`config.mk`:
```
export PLATFORM = sky130hd
export DESIGN_NAME = iiitb_elc_dispatch
export DESIGN_NICKNAME = d
export VERILOG_FILES = /design/src/rtl/iiitb_elc_dispatch.sv
export SDC_FILE = /design/constraint.sdc
export NUM_CORES = 1
export LEC_CHECK = 0
export CORE_MARGIN = 4
export CORE_UTILIZATION = 54
export CTS_CLUSTER_DIAMETER = 80
export DETAILED_ROUTE_END_ITERATION = 10
export GPL_ROUTABILITY_DRIVEN = 0
export GPL_TIMING_DRIVEN = 1
export PLACE_DENSITY_LB_ADDON = 0.2
export SYNTH_ARGS = -nofsm -noshare
export SYNTH_HDL_FRONTEND = slang
export SYNTH_SLANG_ARGS = --single-unit
export TNS_END_PERCENT = 20
```
`constraint.sdc`:
```
create_clock -name clk -period 3.4 [get_ports clk]
set_input_delay 0.34 -clock clk [delete_from_list [all_inputs] [get_ports clk]]
set_output_delay 0.34 -clock clk [all_outputs]
set_load 0.01 [all_outputs]
```
`src/rtl/iiitb_elc_dispatch.sv`:
```
// ----------------------------------------------------------------------------
// iiitb_elc_dispatch
//
// Purpose: elevator call dispatcher for an 8-floor shaft. It latches floor
// calls, picks the next target with a SCAN (elevator) policy, and issues one
// one-hot request at a time to the elevator controller. After each arrival it
// holds in DWELL for DWELL_CYCLES cycles.
//
// Ports:
//   clk            in   single clock, all state updates on posedge
//   reset          in   asynchronous, active-low reset
//   call_buttons   in   [7:0] floor-call presses, multi-hot, any pulse width
//   current_floor  in   [7:0] one-hot cabin position
//   complete       in   controller reports arrival at the requested floor
//   door_alert     in   alert flag; freezes the FSM while high
//   weight_alert   in   alert flag; freezes the FSM while high
//   request_floor  out  [7:0] one-hot target floor
//   req_valid      out  request_floor holds a live target
//   pending        out  [7:0] latched, unserved calls
//   sweep_up       out  current sweep direction (1 = up)
//   busy           out  FSM is not idle
//   fault          out  sticky watchdog flag
//
// Optional feature: define ELC_DISPATCH_TIMEOUT_EN to build the WAIT_DONE
// watchdog (limit TIMEOUT_CYCLES). Without it fault is constant 0 and the
// FSM waits for completion indefinitely.
// ----------------------------------------------------------------------------
module iiitb_elc_dispatch #(
    parameter int DWELL_CYCLES   = 8,
    parameter int TIMEOUT_CYCLES = 4096
) (
    input  logic       clk,
    input  logic       reset,
    input  logic [7:0] call_buttons,
    input  logic [7:0] current_floor,
    input  logic       complete,
    input  logic       door_alert,
    input  logic       weight_alert,
    output logic [7:0] request_floor,
    output logic       req_valid,
    output logic [7:0] pending,
    output logic       sweep_up,
    output logic       busy,
    output logic       fault
);

    typedef enum logic [2:0] {
        S_IDLE, S_SELECT, S_ISSUE, S_WAIT_DONE, S_DWELL
    } state_t;

    localparam int DW_W = (DWELL_CYCLES > 1) ? $clog2(DWELL_CYCLES) : 1;

    state_t            state_q;
    logic [7:0]        pending_q, pending_d;
    logic [7:0]        target_q;
    logic [7:0]        request_floor_q;
    logic              req_valid_q;
    logic              sweep_up_q;
    logic [DW_W-1:0]   dwell_cnt_q;
    logic [7:0]        served_mask;

    logic              hold;
    logic              floor_ok;
    logic              arrived;
    logic [7:0]        above_mask, below_mask;
    logic [7:0]        up_cand, dn_cand;
    logic [7:0]        pick;
    logic              pick_found, pick_toggle;

`ifdef ELC_DISPATCH_TIMEOUT_EN
    localparam int WD_W = (TIMEOUT_CYCLES > 1) ? $clog2(TIMEOUT_CYCLES) : 1;
    logic [WD_W-1:0]   wd_cnt_q;
    logic              fault_q;
    logic              wd_hit;
    assign wd_hit = (wd_cnt_q == WD_W'(TIMEOUT_CYCLES - 1));
    assign fault  = fault_q;
`else
    assign fault  = 1'b0;
`endif

    // Isolate the lowest / highest set bit of a floor vector.
    function automatic logic [7:0] lsb_only(input logic [7:0] x);
        return x & (~x + 8'd1);
    endfunction

    function automatic logic [7:0] msb_only(input logic [7:0] x);
        logic [7:0] r;
        r = '0;
        for (int i = 0; i < 8; i++) begin
            if (x[i]) r = 8'd1 << i;    // later (higher) bits overwrite
        end
        return r;
    endfunction

    // Floors strictly above / below the cabin, derived from the one-hot position.
    for (genvar gi = 0; gi < 8; gi++) begin : g_mask
        if (gi == 0) begin : g_lo
            assign above_mask[gi] = 1'b0;
        end else begin : g_lo
            assign above_mask[gi] = |current_floor[gi-1:0];
        end
        if (gi == 7) begin : g_hi
            assign below_mask[gi] = 1'b0;
        end else begin : g_hi
            assign below_mask[gi] = |current_floor[7:gi+1];
        end
    end

    assign hold     = door_alert | weight_alert;
    assign floor_ok = $onehot(current_floor);
    assign arrived  = complete && (current_floor == request_floor_q);
    assign up_cand  = pending_q & above_mask;
    assign dn_cand  = pending_q & below_mask;

    // SCAN choice: keep going in the sweep direction; reverse only when the
    // sweep direction has nothing left.
    always_comb begin
        pick        = '0;
        pick_found  = 1'b0;
        pick_toggle = 1'b0;
        if (sweep_up_q) begin
            if (|up_cand) begin
                pick = lsb_only(up_cand);  pick_found = 1'b1;
            end else if (|dn_cand) begin
                pick = msb_only(dn_cand);  pick_found = 1'b1;  pick_toggle = 1'b1;
            end
        end else begin
            if (|dn_cand) begin
                pick = msb_only(dn_cand);  pick_found = 1'b1;
            end else if (|up_cand) begin
                pick = lsb_only(up_cand);  pick_found = 1'b1;  pick_toggle = 1'b1;
            end
        end
    end

    // Floor whose call is retired this cycle; the clear beats a same-cycle press.
    always_comb begin
        served_mask = '0;
        if (!hold) begin
            case (state_q)
                S_IDLE:
                    if ((|pending_q) && floor_ok && (pending_q == current_floor))
                        served_mask = current_floor;
                S_SELECT:
                    // Nothing beyond in either direction: the only call left
                    // is the floor the cabin already stands at.
                    if (floor_ok && !pick_found)
                        served_mask = pending_q & current_floor;
                S_WAIT_DONE:
                    if (arrived)
                        served_mask = request_floor_q;
`ifdef ELC_DISPATCH_TIMEOUT_EN
                    else if (wd_hit)
                        served_mask = request_floor_q;
`endif
                default: served_mask = '0;
            endcase
        end
    end

    assign pending_d = (pending_q | call_buttons) & ~served_mask;

    always_ff @(posedge clk or negedge reset) begin
        if (!reset) begin
            state_q         <= S_IDLE;
            pending_q       <= '0;
            target_q        <= '0;
            request_floor_q <= '0;
            req_valid_q     <= 1'b0;
            sweep_up_q      <= 1'b1;
            dwell_cnt_q     <= '0;
`ifdef ELC_DISPATCH_TIMEOUT_EN
            wd_cnt_q        <= '0;
            fault_q         <= 1'b0;
`endif
        end else begin
            pending_q <= pending_d;
            if (!hold) begin
                case (state_q)
                    S_IDLE: begin
                        if (|pending_q) begin
                            if (|served_mask) begin
                                state_q     <= S_DWELL;
                                dwell_cnt_q <= '0;
                            end else begin
                                state_q <= S_SELECT;
                            end
                        end
                    end
                    S_SELECT: begin
                        if (floor_ok) begin
                            if (pick_found) begin
                                target_q <= pick;
                                if (pick_toggle) sweep_up_q <= ~sweep_up_q;
                                state_q  <= S_ISSUE;
                            end else if (|served_mask) begin
                                state_q     <= S_DWELL;
                                dwell_cnt_q <= '0;
                            end else begin
                                state_q <= S_IDLE;
                            end
                        end
                    end
                    S_ISSUE: begin
                        if (floor_ok) begin
                            request_floor_q <= target_q;
                            req_valid_q     <= 1'b1;
                            state_q         <= S_WAIT_DONE;
`ifdef ELC_DISPATCH_TIMEOUT_EN
                            wd_cnt_q        <= '0;
`endif
                        end
                    end
                    S_WAIT_DONE: begin
                        if (arrived) begin
                            req_valid_q <= 1'b0;
                            state_q     <= S_DWELL;
                            dwell_cnt_q <= '0;
                        end
`ifdef ELC_DISPATCH_TIMEOUT_EN
                        else if (wd_hit) begin
                            fault_q     <= 1'b1;
                            req_valid_q <= 1'b0;
                            wd_cnt_q    <= '0;
                            state_q     <= S_SELECT;
                        end else begin
                            wd_cnt_q <= wd_cnt_q + 1'b1;
                        end
`endif
                    end
                    S_DWELL: begin
                        if (dwell_cnt_q == DW_W'(DWELL_CYCLES - 1)) begin
                            dwell_cnt_q <= '0;
                            state_q     <= (|pending_d) ? S_SELECT : S_IDLE;
                        end else begin
                            dwell_cnt_q <= dwell_cnt_q + 1'b1;
                        end
                    end
                    default: state_q <= S_IDLE;
                endcase
            end
        end
    end

    assign request_floor = request_floor_q;
    assign req_valid     = req_valid_q;
    assign pending       = pending_q;
    assign sweep_up      = sweep_up_q;
    assign busy          = (state_q != S_IDLE);

endmodule
```
# After elaboration in Yosys (flattened, before gate mapping)
# Cells that the tools add are included.
[word_totals]
register_bits = 32
inputBits = 21
out_inout_bits = 20
[op_classes]
n_addsub = 9
n_eq_ne = 14
muxes = 46
bitwise_logic = 11
n_reduce_logical = 32
[ops]
columns = ["operator", "n"]
rows = [
  ["2-to-1 mux 8 bit", 16],
  ["2-to-1 mux 3 bit", 14],
  ["OR reduction 8 bit", 5],
  ["bitwise AND 8 bit", 4],
  ["one-hot mux 8 bit (3 select lines)", 1],
  ["== test 8 bit", 2],
  ["inverter 8 bit", 2],
  ["one-hot mux 3 bit (5 select lines)", 1],
  ["OR reduction 7 bit", 2],
  ["2-to-1 mux 1 bit", 12],
  ["!= test 2 bit (second input constant)", 6],
  ["one-hot mux 3 bit (4 select lines)", 1],
  ["AND reduction 6 bit", 2],
  ["OR reduction 6 bit", 2],
  ["OR reduction 5 bit", 2],
  ["adder 1 x 1 -> 2 bit", 4],
  ["adder 8 x 1 -> 8 bit (second input constant)", 1],
  ["bitwise AND 8 x 7 -> 8 bit", 1],
  ["OR 8 bit", 1],
  ["AND reduction 4 bit", 2],
  ["OR reduction 4 bit", 2],
  ["adder 2 x 2 -> 3 bit", 2],
  ["== test 3 x 2 -> 1 bit (second input constant)", 2],
  ["== test 3 bit (second input constant)", 2],
  ["other kinds (17)", 23],
]

# Longest topological paths before layout
[depth]
word_depth = 17
ltp_mapped = 17

# Worst setup path after synthesis
# OpenSTA, ideal clock, no wires.
[synth_path]
path_type = "input port to flip-flop"
from = "input current_floor[3]"
to = "register dwell_cnt_q[1]"
setup_ps = 83
t_arrival_ps = 4368
required_time_ps = 3317
setup_slack_ps = -1051
stages = 17
path_cell_list = "buf_2 inv_1 fa_1 fa_1 fa_1 inv_1 ha_1 inv_1 fa_1 and3b_1 a41o_1 and4_1 buf_2 o21a_1 a2111oi_0 o21ai_0 o21ai_0"
[synth_via]
elab_chain_cells = 16
[synth_rtl]
columns = ["element", "line", "text"]
rows = [
  ["start, declared", "35", "input logic [7:0] current_floor,"],
  ["branches (longest 16 deep; another with adder 3 x 3 -> 4 bit)", "--", ""],
  ["end signal, assigned", "236", "dwell_cnt_q <= dwell_cnt_q + 1'b1;"],
  ["end, declared", "59", "logic [DW_W-1:0] dwell_cnt_q;"],
]
# Several ways; the timed one is not identified. The select of a mux whose other input is x is not followed.
# A chain may end at the register's enable or synchronous reset.

# Worst setup path after layout
[layout_path]
from = "input current_floor[0]"
to = "register state_q[0]"
[layout_via]
elab_chain_cells = 17
[layout_rtl]
columns = ["element", "line", "text"]
rows = [
  ["branches (longest 9 deep; another with adder 3 x 3 -> 4 bit)", "--", ""],
  ["one-hot mux 8 bit (3 select lines) (*)", "140", "case (state_q)"],
  ["2-to-1 mux 8 bit (*)", "139", "if (!hold) begin"],
  ["inverter 8 bit (*)", "161", "assign pending_d = (pending_q | call_buttons) & ~served_mask;"],
  ["bitwise AND 8 bit (*)", "161", ""],
  ["via pending_d[2]", "54", "logic [7:0] pending_q, pending_d;"],
  ["OR reduction 8 bit (*)", "234", "state_q <= (|pending_d) ? S_SELECT : S_IDLE;"],
  ["2-to-1 mux 1 bit (*)", "234", ""],
  ["2-to-1 mux 3 bit (*)", "232", "if (dwell_cnt_q == DW_W'(DWELL_CYCLES - 1)) begin"],
  ["one-hot mux 3 bit (5 select lines) (*)", "179", "case (state_q)"],
  ["end signal, assigned", "234", ""],
  ["end, declared", "53", "state_t state_q;"],
]
# Mark *: on every way through the listed nets, which the timed path passes. The select of a mux whose other input is x is not followed.

==> results_tabular.tex <==
\begin{tabular}{lr}
\hline
Metric & Value \\
\hline
\multicolumn{2}{l}{\textbf{Setup path}} \\
\quad Worst Setup Start Kind & input pin \\
\quad Critical Path RT & 3.54 ns \\
\quad Flop-to-flop setup slack & 0.51 ns \\
\quad Category of cells accounting for the largest share of critical-path delay & adder cells \\
\quad Crit path kind & input pin to flip-flop \\
\quad Critical Path Sink Type & flip-flop \\
\quad Worst-path maximum fanout & 4 \\
\quad Top cell by count, worst path & sky130\_fd\_sc\_hd\_\_fa\_1 \\
\quad CP max-delay cell & sky130\_fd\_sc\_hd\_\_fa\_1 \\
\quad List of cells traversed by the critical path & buf\_8 -> clkinvlp\_4 -> fa\_1 -> fa\_1 -> fa\_1 -> inv\_1 -> ha\_2 -> inv\_2 -> fa\_1 -> and3b\_1 -> a41o\_1 -> buf\_6 -> nand4\_1 -> nor3\_4 -> buf\_6 -> a221oi\_2 -> o41ai\_2 -> o211ai\_1 \\
\quad Number of buffer and inverter stages on the critical path & 6 \\
\quad Worst EP arrival & 4.32 ns \\
\quad Maximum single-stage delay on the critical path & 0.52 ns \\
\multicolumn{2}{l}{\textbf{Logic synthesis}} \\
\quad Total nets after synthesis & 321 \\
\quad Post-synth top area share & 31.2\% \\
\quad Basic-gate share of the synthesized area counting and, or, nand and nor cells & 19.4\% \\
\quad Most frequently used flop master after synthesis & sky130\_fd\_sc\_hd\_\_dfrtp\_1 \\
\quad Post-synthesis xor/xnor area fraction & 2.82\% \\
\quad Dominant combinational cell family by area after synthesis & compound AO/OA/AOI/OAI gates \\
\quad Fraction of synthesized area in multiplexers & 3.63\% \\
\quad Most common cell in the synthesized netlist & sky130\_fd\_sc\_hd\_\_dfrtp\_1 \\
\quad Cell area after synthesis & 2480 µm² \\
\quad Share of synthesized area occupied by flip-flops and latches & 32.3\% \\
\quad Async SR Flop Fraction & 100\% \\
\quad Leading post-synthesis cells by instance count & sky130\_fd\_sc\_hd\_\_dfrtp\_1, sky130\_fd\_sc\_hd\_\_inv\_1, sky130\_fd\_sc\_hd\_\_nand2\_1 \\
\quad Average cell area after synthesis & 8.81 µm² \\
\quad Yosys warns & 0 \\
\quad Cell accounting for the most synthesized area & sky130\_fd\_sc\_hd\_\_dfrtp\_1 \\
\quad Top post-synthesis cells by area & sky130\_fd\_sc\_hd\_\_dfrtp\_1, sky130\_fd\_sc\_hd\_\_ha\_1, sky130\_fd\_sc\_hd\_\_o21ai\_0 \\
\quad \#FFs+latches synth & 32 \\
\quad Complex-gate fraction of the synthesized area & 25.2\% \\
\quad Number of enable flip-flop cells after synthesis & 0 \\
\quad Synthesized-area fraction occupied by adder cells & 10.3\% \\
\quad Distinct cells, synth & 59 \\
\quad Synthesized instance count & 282 \\
\multicolumn{2}{l}{\textbf{Global routing}} \\
\quad Total gr overflow & 0 \\
\quad Maximum number of pins on one net before global-route repair & 33 \\
\quad Overall track demand over capacity in global routing & 29.3\% \\
\quad Antenna violations before repair & 0 \\
\quad Vias in the first global route & 2528 \\
\quad Global-route wire length before repair & 12600 µm \\
\multicolumn{2}{l}{\textbf{STA}} \\
\quad Final critical delay including setup and external delays & 4.18 ns \\
\quad Highest clock rate & 239 MHz \\
\quad Final clock skew & 0.00741 ns \\
\quad Setup TNS & -13.90 ns \\
\quad Final cycle utilization of the critical path & 123\% \\
\quad Worst hold slack across all endpoints & 0.421 ns \\
\quad Tightest slew margin relative to the limit & 63.1\% \\
\quad Fin. max-slew vios & 0 \\
\quad Final setup fails & 32 \\
\quad Final Hold Fails & 0 \\
\quad Unrepaired setup endpoints after global routing & true \\
\quad Final WS setup & -0.775 ns \\
\quad Slew at the pin with the worst max-slew slack & 0.545 ns \\
\multicolumn{2}{l}{\textbf{CTS}} \\
\quad Clk sinks & 32 \\
\quad Clock-pin slew on the worst setup and hold paths & 0.07 ns \\
\quad TritonCTS buffer count & 5 \\
\quad Clock Tree Buf Depth & 2 \\
\quad TritonCTS clock tree & built \\
\quad Clock insertion delay at the later pin of the skew report & 0.29 ns \\
\quad Depth of the CTS H-tree & 2 \\
\quad Clk Tree Root Cell & sky130\_fd\_sc\_hd\_\_clkbuf\_8 \\
\multicolumn{2}{l}{\textbf{Die}} \\
\quad Cell Rows & 24 \\
\quad Starting Density & 56.3\% \\
\quad Number of I/O pins & 41 \\
\quad Die Ht & 75.8 µm \\
\quad Core outline area & 4410 µm² \\
\quad Die Footprint & 5750 µm² \\
\quad Die Width & 75.8 µm \\
\multicolumn{2}{l}{\textbf{Layout}} \\
\quad Area delta synth->final & 40.3\% \\
\quad Fill cell instance count of the final layout & 297 \\
\quad Nets & 402 \\
\quad Finished layout cell area & 3490 µm² \\
\quad Cell Count, Final, Fillers Out & 416 \\
\quad Area used by multi-input combinational logic & 1640 µm² \\
\quad Area occupied by registers & 802 µm² \\
\quad Layout cells sized above 1 & 27.5\% \\
\quad Diodes inserted & 0 \\
\multicolumn{2}{l}{\textbf{Detailed routing}} \\
\quad Vias post-DR & 2691 \\
\quad Via density per instance & 6.47 \\
\quad Antenna-violating nets left & 0 \\
\quad Initial detailed-routing violation count & 461 \\
\quad Post-detailed-route DRC marker count & 0 \\
\quad Routed length per instance & 20.1 µm \\
\quad First-pass detailed-route iteration total & 6 \\
\quad Sum of routed wire length over all layers & 8340 µm \\
\multicolumn{2}{l}{\textbf{Run}} \\
\quad Max-capacitance violation count & 0 \\
\multicolumn{2}{l}{\textbf{Placement}} \\
\quad Post-DP Area & 3250 µm² \\
\quad Number of buffers added on ports & 39 \\
\quad Final HPWL from detailed placement & 6000 µm \\
\quad Setup WS pre-CTS & -1.53 ns \\
\quad Post-placement cell count & 400 \\
\multicolumn{2}{l}{\textbf{Power and ir drop}} \\
\quad Lkg Pwr & 0.00150 µW \\
\quad Cell area power density & 390 nW/µm² \\
\quad Worst vdd rail ir drop & 0.422 mV \\
\multicolumn{2}{l}{\textbf{Worst hold path}} \\
\quad Min-delay worst type & input pin to flip-flop \\
\multicolumn{2}{l}{\textbf{Run status}} \\
\quad Failing checks & setup timing \\
\quad Status & finished, violations left \\
\hline
\end{tabular}
[worst reg2reg max path, cell delays in order, from the launching register on]
cell and delay, ns:
sky130_fd_sc_hd__dfrtp_1 0.49, sky130_fd_sc_hd__ha_1 0.33, sky130_fd_sc_hd__or4_1 0.57, sky130_fd_sc_hd__nor3_1 0.21, sky130_fd_sc_hd__and4_4 0.34, sky130_fd_sc_hd__buf_4 0.16, sky130_fd_sc_hd__a221oi_1 0.11, sky130_fd_sc_hd__o41ai_2 0.35
sky130_fd_sc_hd__o211ai_1 0.18
[power breakdown]
part	internal (µW)	switching, µW	leakage, µW	total (µW)
sequential	418	55.3	0.000388	474
combinational	234	278	0.00106	512
clock	217	159	0.0000541	375
total	870	492	0.00150	1360
[per-stage QoR]
| step | power, µW | util [%] |
|---|---|---|
| finish | 1360 | 79.0 |
| CTS | 1310 | 77.2 |
| floorplan | 743 | - |
| global placement | 890 | 73.7 |
| global route | 1420 | 79.0 |
| detailed placement | 908 | 73.7 |
[routing by layer]
metal	up-vias	GRT usage [%]	part of all wire, %
li1	1211	-	-
met1	1236	38.0	38
met2	202	50.6	49
met3	42	4.49	8.9
met4	0	7.77	3.3
met5	-	0	0
[state kept, by name, summed over array words and instances, names as in the netlist]
| signal | count |
|---|---|
| state_q | 3 |
| sweep_up | 1 |
| request_floor | 8 |
| pending | 8 |
| req_valid | 1 |
| dwell_cnt_q | 3 |
| target_q | 8 |
[what timing repair did]
action	in CTS	in global routing
hold buffers	0	0
endpoints found under the setup margin	32	32
pin swaps	14	15
resized for setup	29	18
buffers inserted	5	4
[layout make-up]
type	count	share of cell area [%]
clock buffer	5	1.97
clock inverter	3	1.22
inverter	26	2.91
multi-input combinational	212	46.9
sequential	32	23.0
tap	52	1.87
timing repair buffer	86	22.1
[cell families (layout without fill, tap and decap cells)]
group                    after synthesis  in the layout
AND/OR/NAND/NOR                       91             91
AO/OA/AOI/OAI                         86             86
multiplexers                           8              8
other                                  1              1
XOR/XNOR                               8              8
adder cells (fa/ha/maj)               18             18
flip-flops                            32             32
buffers and inverters                 38            120
[layout by cell type, fill, tap and decap left out, drive strengths merged, types with 6 or more instances in the layout]
master         Yosys  layout
clkdlybuf4s50      0      36
mux2               8       8
nand2             26      26
o21ai             23      23
nand3              6       6
buf                9      50
a221oi             8       8
nor3              11      11
dfrtp             31      31
ha                14      14
nor2              21      21
inv               26      25
[worst paths after layout]
path / from / end / depth (start not counted)
max in group asynchronous: reset / sweep_up / 2
worst min register to register: target_q[4] / target_q[4] / 2
min in group asynchronous: reset / target_q[4] / 2
worst min-delay path: current_floor[0] / pending[0] / 3
worst max register to register: pending[1] / state_q[0] / 8
worst max-delay path: current_floor[0] / state_q[0] / 18
(Power assumes the default switching activity.)
